**src/rtl/cmd_dispatch_scheduler.sv**
```systemverilog
// cmd_dispatch_scheduler
//
// Buffers decoded commands from the fetch unit in an in-order FIFO and issues
// the head to either the DMA engine (LOAD/STORE) or the NTT compute engine.
// A head whose slot is still owned by an in-flight operation stalls the queue
// until the matching done pulse frees the slot.
//
// Ports:
//   clk, rst_n                  clock, async active-low reset
//   in_valid/in_ready/in_*      command push from fetch (opcode, slot, addr)
//   dma_valid/dma_ready/dma_*   DMA command output register
//   dma_done, dma_done_slot     DMA completion pulse and its slot
//   cmp_valid/cmp_ready/cmp_*   compute command output register
//   cmp_done, cmp_done_slot     compute completion pulse and its slot
//   slot_busy                   in-flight slot bitmap
//   idle                        nothing queued, issued or in flight
//   err_illegal                 sticky flag: an illegal opcode was dropped
module cmd_dispatch_scheduler #(
  parameter int FIFO_DEPTH = 4,
  parameter int ADDR_W     = 48
) (
  input  logic              clk,
  input  logic              rst_n,
  input  logic              in_valid,
  output logic              in_ready,
  input  logic [7:0]        in_opcode,
  input  logic [3:0]        in_slot,
  input  logic [ADDR_W-1:0] in_addr,
  output logic              dma_valid,
  input  logic              dma_ready,
  output logic [7:0]        dma_opcode,
  output logic [3:0]        dma_slot,
  output logic [ADDR_W-1:0] dma_addr,
  input  logic              dma_done,
  input  logic [3:0]        dma_done_slot,
  output logic              cmp_valid,
  input  logic              cmp_ready,
  output logic [7:0]        cmp_opcode,
  output logic [3:0]        cmp_slot,
  input  logic              cmp_done,
  input  logic [3:0]        cmp_done_slot,
  output logic [15:0]       slot_busy,
  output logic              idle,
  output logic              err_illegal
);

  localparam int PTR_W = (FIFO_DEPTH > 1) ? $clog2(FIFO_DEPTH) : 1;
  localparam logic [PTR_W:0] DEPTH_CNT = (PTR_W+1)'(FIFO_DEPTH);

  typedef struct packed {
    logic [7:0]        opcode;
    logic [3:0]        slot;
    logic [ADDR_W-1:0] addr;
  } cmd_t;

  typedef enum logic [1:0] {
    TGT_ILLEGAL = 2'd0,
    TGT_DMA     = 2'd1,
    TGT_CMP     = 2'd2
  } tgt_e;

  function automatic tgt_e decode(input logic [7:0] op);
    if (op == 8'h01 || op == 8'h02) return TGT_DMA;
    if (op[7:4] == 4'h1)            return TGT_CMP;
    return TGT_ILLEGAL;
  endfunction

  // ---------------------------------------------------------------- FIFO
  cmd_t             mem [FIFO_DEPTH];
  logic [PTR_W-1:0] wr_ptr, rd_ptr;
  logic [PTR_W:0]   count;
  logic             full, empty, push, pop;
  cmd_t             in_cmd, head;

  assign full     = (count == DEPTH_CNT);
  assign empty    = (count == '0);
  assign in_ready = !full;
  // in_ready already excludes full, so a push never overwrites a live entry
  // even when the head pops in the same cycle.
  assign push     = in_valid && in_ready;
  assign in_cmd   = '{opcode: in_opcode, slot: in_slot, addr: in_addr};
  assign head     = mem[rd_ptr];

  // Storage needs no reset: entries are only read while count says they are live.
  always_ff @(posedge clk) begin
    if (push) mem[wr_ptr] <= in_cmd;
  end

  always_ff @(posedge clk or negedge rst_n) begin
    if (!rst_n) begin
      wr_ptr <= '0;
      rd_ptr <= '0;
      count  <= '0;
    end else begin
      if (push) wr_ptr <= wr_ptr + 1'b1;
      if (pop)  rd_ptr <= rd_ptr + 1'b1;
      count <= count + (PTR_W+1)'(push) - (PTR_W+1)'(pop);
    end
  end

  // ---------------------------------------------------------- issue logic
  tgt_e        head_tgt;
  logic [15:0] done_clr, set_mask, busy_after_done;
  logic        dma_free, cmp_free, slot_free;
  logic        issue_dma, issue_cmp, drop;

  assign head_tgt = decode(head.opcode);

  // Done pulses are applied before the hazard check so a head waiting on a
  // slot can issue on the very edge its done is sampled. Two pulses on the
  // same slot just clear the same bit; done on an idle slot is a no-op.
  always_comb begin
    done_clr = '0;
    if (dma_done) done_clr = done_clr | (16'h0001 << dma_done_slot);
    if (cmp_done) done_clr = done_clr | (16'h0001 << cmp_done_slot);
  end
  assign busy_after_done = slot_busy & ~done_clr;
  assign slot_free       = !busy_after_done[head.slot];

  // An output register can take a new command if empty or draining this edge.
  assign dma_free = !dma_valid || dma_ready;
  assign cmp_free = !cmp_valid || cmp_ready;

  assign issue_dma = !empty && (head_tgt == TGT_DMA) && slot_free && dma_free;
  assign issue_cmp = !empty && (head_tgt == TGT_CMP) && slot_free && cmp_free;
  // Illegal heads are discarded without looking at slot state so they never
  // stall the queue.
  assign drop      = !empty && (head_tgt == TGT_ILLEGAL);
  assign pop       = issue_dma || issue_cmp || drop;

  // The issue's set is OR'ed in after the done-clear, so a simultaneous
  // done and re-issue on one slot leaves it owned by the new command.
  assign set_mask = (issue_dma || issue_cmp) ? (16'h0001 << head.slot) : 16'h0000;

  always_ff @(posedge clk or negedge rst_n) begin
    if (!rst_n) begin
      slot_busy   <= '0;
      err_illegal <= 1'b0;
    end else begin
      slot_busy <= busy_after_done | set_mask;
      if (drop) err_illegal <= 1'b1;
    end
  end

  // ------------------------------------------------------ output registers
  always_ff @(posedge clk or negedge rst_n) begin
    if (!rst_n) begin
      dma_valid  <= 1'b0;
      dma_opcode <= '0;
      dma_slot   <= '0;
      dma_addr   <= '0;
    end else if (issue_dma) begin
      dma_valid  <= 1'b1;
      dma_opcode <= head.opcode;
      dma_slot   <= head.slot;
      dma_addr   <= head.addr;
    end else if (dma_valid && dma_ready) begin
      dma_valid  <= 1'b0;
    end
  end

  always_ff @(posedge clk or negedge rst_n) begin
    if (!rst_n) begin
      cmp_valid  <= 1'b0;
      cmp_opcode <= '0;
      cmp_slot   <= '0;
    end else if (issue_cmp) begin
      cmp_valid  <= 1'b1;
      cmp_opcode <= head.opcode;
      cmp_slot   <= head.slot;
    end else if (cmp_valid && cmp_ready) begin
      cmp_valid  <= 1'b0;
    end
  end

  assign idle = empty && !dma_valid && !cmp_valid && (slot_busy == '0);

endmodule

```
**config.mk**
```make
export PLATFORM = sky130hd
export DESIGN_NAME = cmd_dispatch_scheduler
export DESIGN_NICKNAME = d
export VERILOG_FILES = /design/src/rtl/cmd_dispatch_scheduler.sv
export SDC_FILE = /design/constraint.sdc
export NUM_CORES = 1
export LEC_CHECK = 0
export ABC_AREA = 1
export BUFFER_PORTS_ARGS = -buffer_cell sky130_fd_sc_hd__buf_2
export CAP_MARGIN = 20
export CORE_MARGIN = 4
export CORE_UTILIZATION = 50
export CTS_BUF_LIST = sky130_fd_sc_hd__clkbuf_8
export CTS_CLUSTER_SIZE = 25
export DETAILED_ROUTE_END_ITERATION = 7
export PLACE_DENSITY_LB_ADDON = 0.3
export SLEW_MARGIN = 20
export SYNTH_ARGS = -nofsm -noshare
export SYNTH_HDL_FRONTEND = slang
export SYNTH_SLANG_ARGS = --single-unit
```
**constraint.sdc**
```tcl
create_clock -name clk -period 6.9 [get_ports clk]
set_input_delay 0.69 -clock clk [delete_from_list [all_inputs] [get_ports clk]]
set_output_delay 0.69 -clock clk [all_outputs]
set_load 0.02 [all_outputs]
```
**Word level (Yosys, flattened, before mapping)**

Memory sizes are Yosys's and may differ from the RTL's.
Index checks and enable logic that the tools add are counted.

- Reduce and logical (&&, ||, !) cells: 28
- $lt $le $gt $ge: 1
- Add/sub/neg operators: 4
- Shifts and indexed selects: 3
- Bitwise operators: 4
- Equal/unequal tests: 6
- Muxes and demuxes: 18

Operators by type and width:

| cell | number |
|---|---|
| 16-bit two-way mux | 3 |
| 1-bit by 4-bit left shift with 16-bit output (first input constant) | 3 |
| 16-bit bitwise OR | 2 |
| 16-bit AND | 1 |
| 16-bit zero test | 1 |
| 16-bit inverter | 1 |
| 1-bit logical AND | 13 |
| 1-bit two-way mux | 10 |
| 8-bit by 1-bit equality test with 1-bit output (second input constant) | 1 |
| 8-bit by 2-bit equality test with 1-bit output (second input constant) | 1 |
| 2-bit two-way mux | 4 |
| 1-bit zero test | 5 |
| 1-bit logical OR | 5 |
| 4-bit by 5-bit < comparator with 1-bit output (second input constant) | 1 |
| 2-bit by 1-bit adder with 2-bit output (second input constant) | 2 |
| 1-bit binary-select mux with 4-bit select | 1 |
| 4-bit by 1-bit equality test with 1-bit output (second input constant) | 1 |
| 2-bit nonzero test | 2 |
| 3-bit by 1-bit adder with 3-bit output | 1 |
| 3-bit equality test (second input constant) | 1 |
| 3-bit zero test | 1 |
| 3-bit by 1-bit subtractor with 3-bit output | 1 |
| 2-bit by 1-bit equality test with 1-bit output (second input constant) | 1 |
| 2-bit equality test (second input constant) | 1 |
| 2-bit zero test | 1 |

- Register bits after elaboration: 98
- Word-level logic and storage cells: 77
- Memories kept: 1
- Input port bits: 75
- Memory bits (writable): 240
- Output and inout bits: 93

Memory list:

| memory | depth | width | rd ports | clocked after Yosys merged registers in | wr ports | line | RTL |
|---|---|---|---|---|---|---|---|
| mem | 4 | 60 | 1 | 0 | 1 | 69 | `cmd_t mem [FIFO_DEPTH];` |

**Depth between registers and ports, before layout**

- Word-level depth: 14
- Gate-level depth with buffers: 19
- Gate-level depth less buffers: 17

**Worst setup path after synthesis**

Ideal clock, no wire load.

- Path kind: input to register
- Start point: input in_valid
- End point: memory mem[0][0] (netlist name) (enable)
- Path buffers: 0
- Cell stages on the path: 2
- Library setup time: 478 ps
- Setup slack: 3033 ps
- Arrival time: 3389 ps
- Data required time: 6422 ps
- Path through: nand2_1 -> nor2_1

- Cells in the longest elaborated chain, start to end: 3

RTL lines:

| item | line | RTL |
|---|---|---|
| from (decl) | 24 | `input logic in_valid,` |
| 1-bit logical AND | 80 | `assign push = in_valid && in_ready;` |
| 1-bit two-way mux | 86 | `if (push) mem[wr_ptr] <= in_cmd;` |
| 1-bit two-way mux (not written as such) | 86 |  |
| to (decl) | 69 |  |

Every way passes these cells.

**Final worst setup path**

- Start point: register rd_ptr[0]
- End point: register count[2]

- Cells in the longest elaborated chain, start to end: 13
- Elaborated cells on any way between the ends: 27
- Those cells by class: add/sub: 1; eq/ne: 5; mux: 8; reduce/logical: 12; memory: 1

RTL lines:

| item | line | RTL |
|---|---|---|
| from (decl) | 70 | `logic [PTR_W-1:0] wr_ptr, rd_ptr;` |
| from (signal assigned) | 96 | `if (pop) rd_ptr <= rd_ptr + 1'b1;` |
| memory read 4 x 60 bit * | - |  |
| 4-bit by 1-bit equality test with 1-bit output | 64 | `if (op[7:4] == 4'h1) return TGT_CMP;` |
| 1-bit two-way mux (2 in series) | 64 |  |
| 2-bit two-way mux | 65 | `return TGT_ILLEGAL;` |
| 2-bit two-way mux | 64 |  |
| 2-bit by 1-bit equality test with 1-bit output / 2-bit equality test (equally long branches) | 124, 125 |  |
| 1-bit logical AND (on tied branches) (3 in series) | 124, 125 |  |
| 1-bit logical OR | 129 | `assign pop = issue_dma \|\| issue_cmp \|\| drop;` |
| 1-bit logical OR * | 129 |  |
| via pop | 72 | `logic full, empty, push, pop;` |
| 3-bit by 1-bit subtractor with 3-bit output * | 97 | `count <= count + (PTR_W+1)'(push) - (PTR_W+1)'(pop);` |
| to (signal assigned) | 97 |  |
| to (decl) | 71 | `logic [PTR_W:0] count;` |

The timed path passes the listed nets; every way through them passes the cells marked *. The select of a mux whose other input is x is not followed.
A chain may end at the register's enable or synchronous reset.

==> results by group <==
Finish
  • Multi-input gate area: 3290 um^2
  • Fillers: about 2,100
  • Register Area: around 9700 um^2
  • Fin area: between 15,000 and 20,000 um^2
  • Net count, final: around 1,300
  • Area grow syn2layout: 16.4%
  • Share of cells above drive strength 1: 0.219
  • Core Util, Final: 0.596

Clock tree
  • Postcts setup bufs: 0
  • Clock net sink count: 338
  • Clock latency on the worst-skew pair: between 0.5 and 0.6 ns
  • H-tree depth: 2
  • CTS Buffer Depth: 3
  • Cts hold-fix bufs: 0
  • Worst-path clk slew: 0.06 ns
  • Total CTS buffers: 54
  • Clk root buf: clkbuf_8
  • CTS tree: done
  • Post-CTS sizing: 0

Job
  • MaxCap Viol Count: 0

Critical path
  • Worst Setup End Kind: flop
  • CP max-delay cell: dfrtp_4
  • CP bufs+invs: 3
  • Setup CP Type: reg2reg
  • Startpoint Class: flop
  • Crit path cell chain: inv_4, nand2_1, a32oi_4, inv_1, nand3_2, nand4_2, nand3_2, ha_1, inv_1, ha_1, fa_1, xor2_1
  • Delay-heaviest family, CP: simple AND/OR/NAND/NOR gates
  • Data required, critical path: approximately 7.4 ns
  • CP max FO: 70
  • Critical Path AT: around 4.8 ns
  • Slowest stage delay, CP: ~0.74 ns

Global route
  • Total congestion overflow: 0
  • Global-route wire length before repair: 46,100 um
  • Initial antenna violation count: 5
  • Vias in the first global route: between 8,000 and 9,000
  • Largest net degree at the start of global routing: between 100 and 150
  • Total track usage: 0.199

Floorplan
  • Core Region: between 20,000 and 30,000 um^2
  • Die width: around 170 um
  • Top-Level Pins: 168
  • Die area: between 20,000 and 30,000 um^2
  • Die span in y: approximately 170 um
  • Initial Util: 0.512
  • Row cnt: 59

STA
  • TNS Setup: 0 ns
  • Minimum clock period: between 4 and 5 ns
  • Worst Skew: about 0.022 ns
  • Final Max Slew Viols: 0
  • # setup viols final: 0
  • RSZ-0062 raised after global routing: no
  • Final hold vios: 0
  • Slew @ Worst Pin: about 1.1 ns
  • Max Clk Rate: 230 MHz
  • Crit share post-route: 0.629
  • Slew margin rel.: 0.296

Power
  • Peak VDD IR: 0.203 mV
  • Clk pwr share: 0.260
  • Combinational share of power: 0.311
  • Pleak: around 6.5 nW
  • Net Switching: about 2.5 mW
  • Switch share: 0.363
  • Seq pwr share: 0.429
  • Power Density: between 400 and 500 nW/um^2
  • Internal: 4.35 mW

Logic synthesis
  • Post-Syn Nets: around 1,200
  • Yosys reg bits: about 340
  • Post-Syn Area: ~13,000 um^2
  • Async SR Flop Fraction: 0.290
  • Yosys Warn Count: 0
  • Synth Area per Inst: between 10 and 15 um^2
  • Primary FF master, synth: edfxtp_1
  • Post-Syn Instances: roughly 1,100
  • Post-synthesis sequential area ratio: 0.719
  • EDFF count, synth: 240
  • Count of unique library cells instantiated by Yosys: 38

Placed design
  • Post-DP HPWL: 18,200 um
  • Placer congestion estimate: just over 0.9
  • Placed inst area: approximately 14,000 um^2
  • IO buf count: between 150 and 200

Routing
  • Via Count: about 8,900
  • First DRT Iteration DRCs: 610
  • DRC: 0
  • Routed wire length: roughly 30,000 um
  • DR vias/cell: roughly 5.4
  • Drt pass-1 iters: 7
  • Antenna viol nets, final: 0
  • Drt wl/cell: ~18 um

Min path
  • Worst Hold Class: in2async

Run status
  • Outcome: finished, final reports clean
[cells in the mapped netlist, types with 2 or more instances]
cell type  count  area share
xor2_1         3      0.0020
o21ai_0       11      0.0041
buf_4          5      0.0028
nor2_1        65       0.018
nand2_2        2     0.00093
dfrtp_1       98        0.18
buf_1          3     0.00084
o21ai_2       15      0.0098
xnor2_1        2      0.0013
a21oi_1       50       0.019
edfxtp_1     240        0.54
o22ai_1        3      0.0014
ha_1           6      0.0056
nand2_1      304       0.085
nor4_1         4      0.0019
inv_1         46       0.013
buf_6         11      0.0092
buf_2          7      0.0026
nand4_1        3      0.0014
nor3_1         6      0.0022
nand3_1       73       0.027
a32o_1        48       0.036
o21ai_1       42       0.016
nand3_2        3      0.0022
clkbuf_1      31      0.0087
[worst paths after layout]
| kind | startpoint | to | slack, ns | cells past startpoint |
|---|---|---|---|---|
| worst max-delay path | rd_ptr[0]$_DFFE_PN0P_ | count[2]$_DFF_PN0_ | 2.56 | 12 |
| worst max register to register | rd_ptr[0]$_DFFE_PN0P_ | count[2]$_DFF_PN0_ | 2.56 | 12 |
| min in group clk | in_addr[9] | mem[1][9]$_DFFE_PP_ | 0.32 | 1 |
| worst min-delay path | rst_n | dma_addr[0]$_DFFE_PN0P_ | 0.14 | 1 |
| worst min register to register | err_illegal$_DFFE_PN0P_ | err_illegal$_DFFE_PN0P_ | 0.46 | 2 |
| max in group asynchronous | rst_n | dma_addr[33]$_DFFE_PN0P_ | 5.54 | 2 |
[flip-flops by register name (all words and copies together) (netlist names), 2 cells and up]
name,flops
cmp_slot,4
dma_slot,4
rd_ptr,2
dma_opcode,8
count,3
cmp_opcode,8
slot_busy,16
wr_ptr,2
mem,240
dma_addr,48
[layout make-up]
type                            count  share of cell area
Clock buffer                       64              0.0564
Timing Repair Buffer              175              0.0575
Antenna cell                        2            0.000320
Clock inverter                     37              0.0180
Tap cell                          335              0.0268
Multi-Input combinational cell    650               0.210
Inverter                           48              0.0120
Sequential cell                   338               0.619
[per-stage QoR]
step / hold slack (ns) / power [mW] / cells / setup WS, ns
3_5_place_dp: 0.454 / 5.11 / 1546 / 2.46
6_report: 0.141 / 6.84 / 1649 / 2.56
2_1_floorplan: 0.394 / 4.47 / 1094 / 3.03
5_1_grt: 0.142 / 7.26 / 1649 / 2.14
4_1_cts: 0.123 / 6.90 / 1647 / 2.45
3_3_place_gp: 0.449 / 5.06 / 1546 / 2.57
[cell usage in the layout (no fill, tap or decap), types with 4 or more instances in the layout]
cell,synthesis,final
buf_2,7,166
nor2_1,65,61
nand3_1,73,73
o21ai_0,11,11
nor2_4,0,4
buf_4,5,9
edfxtp_1,240,240
nand2_1,304,304
a21oi_1,50,50
clkinv_1,1,6
clkinv_2,0,8
a32o_1,48,48
bufinv_16,0,4
dfrtp_1,98,97
o21ai_2,15,15
ha_1,6,6
o21ai_1,42,42
clkbuf_8,0,64
nor3_1,6,6
inv_1,46,62
nor4_1,4,4
[kinds of logic after synthesis]
family | share of synthesized area
AND/OR/NAND/NOR | 0.145
flip-flops | 0.719
AO/OA/AOI/OAI | 0.0874
buffers and inverters | 0.0379
adder cells (fa/ha/maj) | 0.00708
XOR/XNOR | 0.00326
[layer usage]
metal  track usage  up-vias  wire (um)  share of wire
met5             0        -         37         0.0012
met2         0.320      308      14000           0.47
met1         0.275     4277      12700           0.43
met4        0.0608        6        652          0.022
met3        0.0446       57       2230          0.075
li1              -     4218          -              -
[power groups by stage]
stage / Sequential (mW) / Clock (mW) / Combinational, mW
2_1_floorplan: 3.08 / 0 / 1.40
3_3_place_gp: 2.96 / 0 / 2.11
3_5_place_dp: 2.97 / 0 / 2.14
4_1_cts: 2.93 / 1.81 / 2.15
5_1_grt: 2.98 / 1.91 / 2.37
6_report: 2.93 / 1.78 / 2.13
Power figures use the tool's default switching activity.
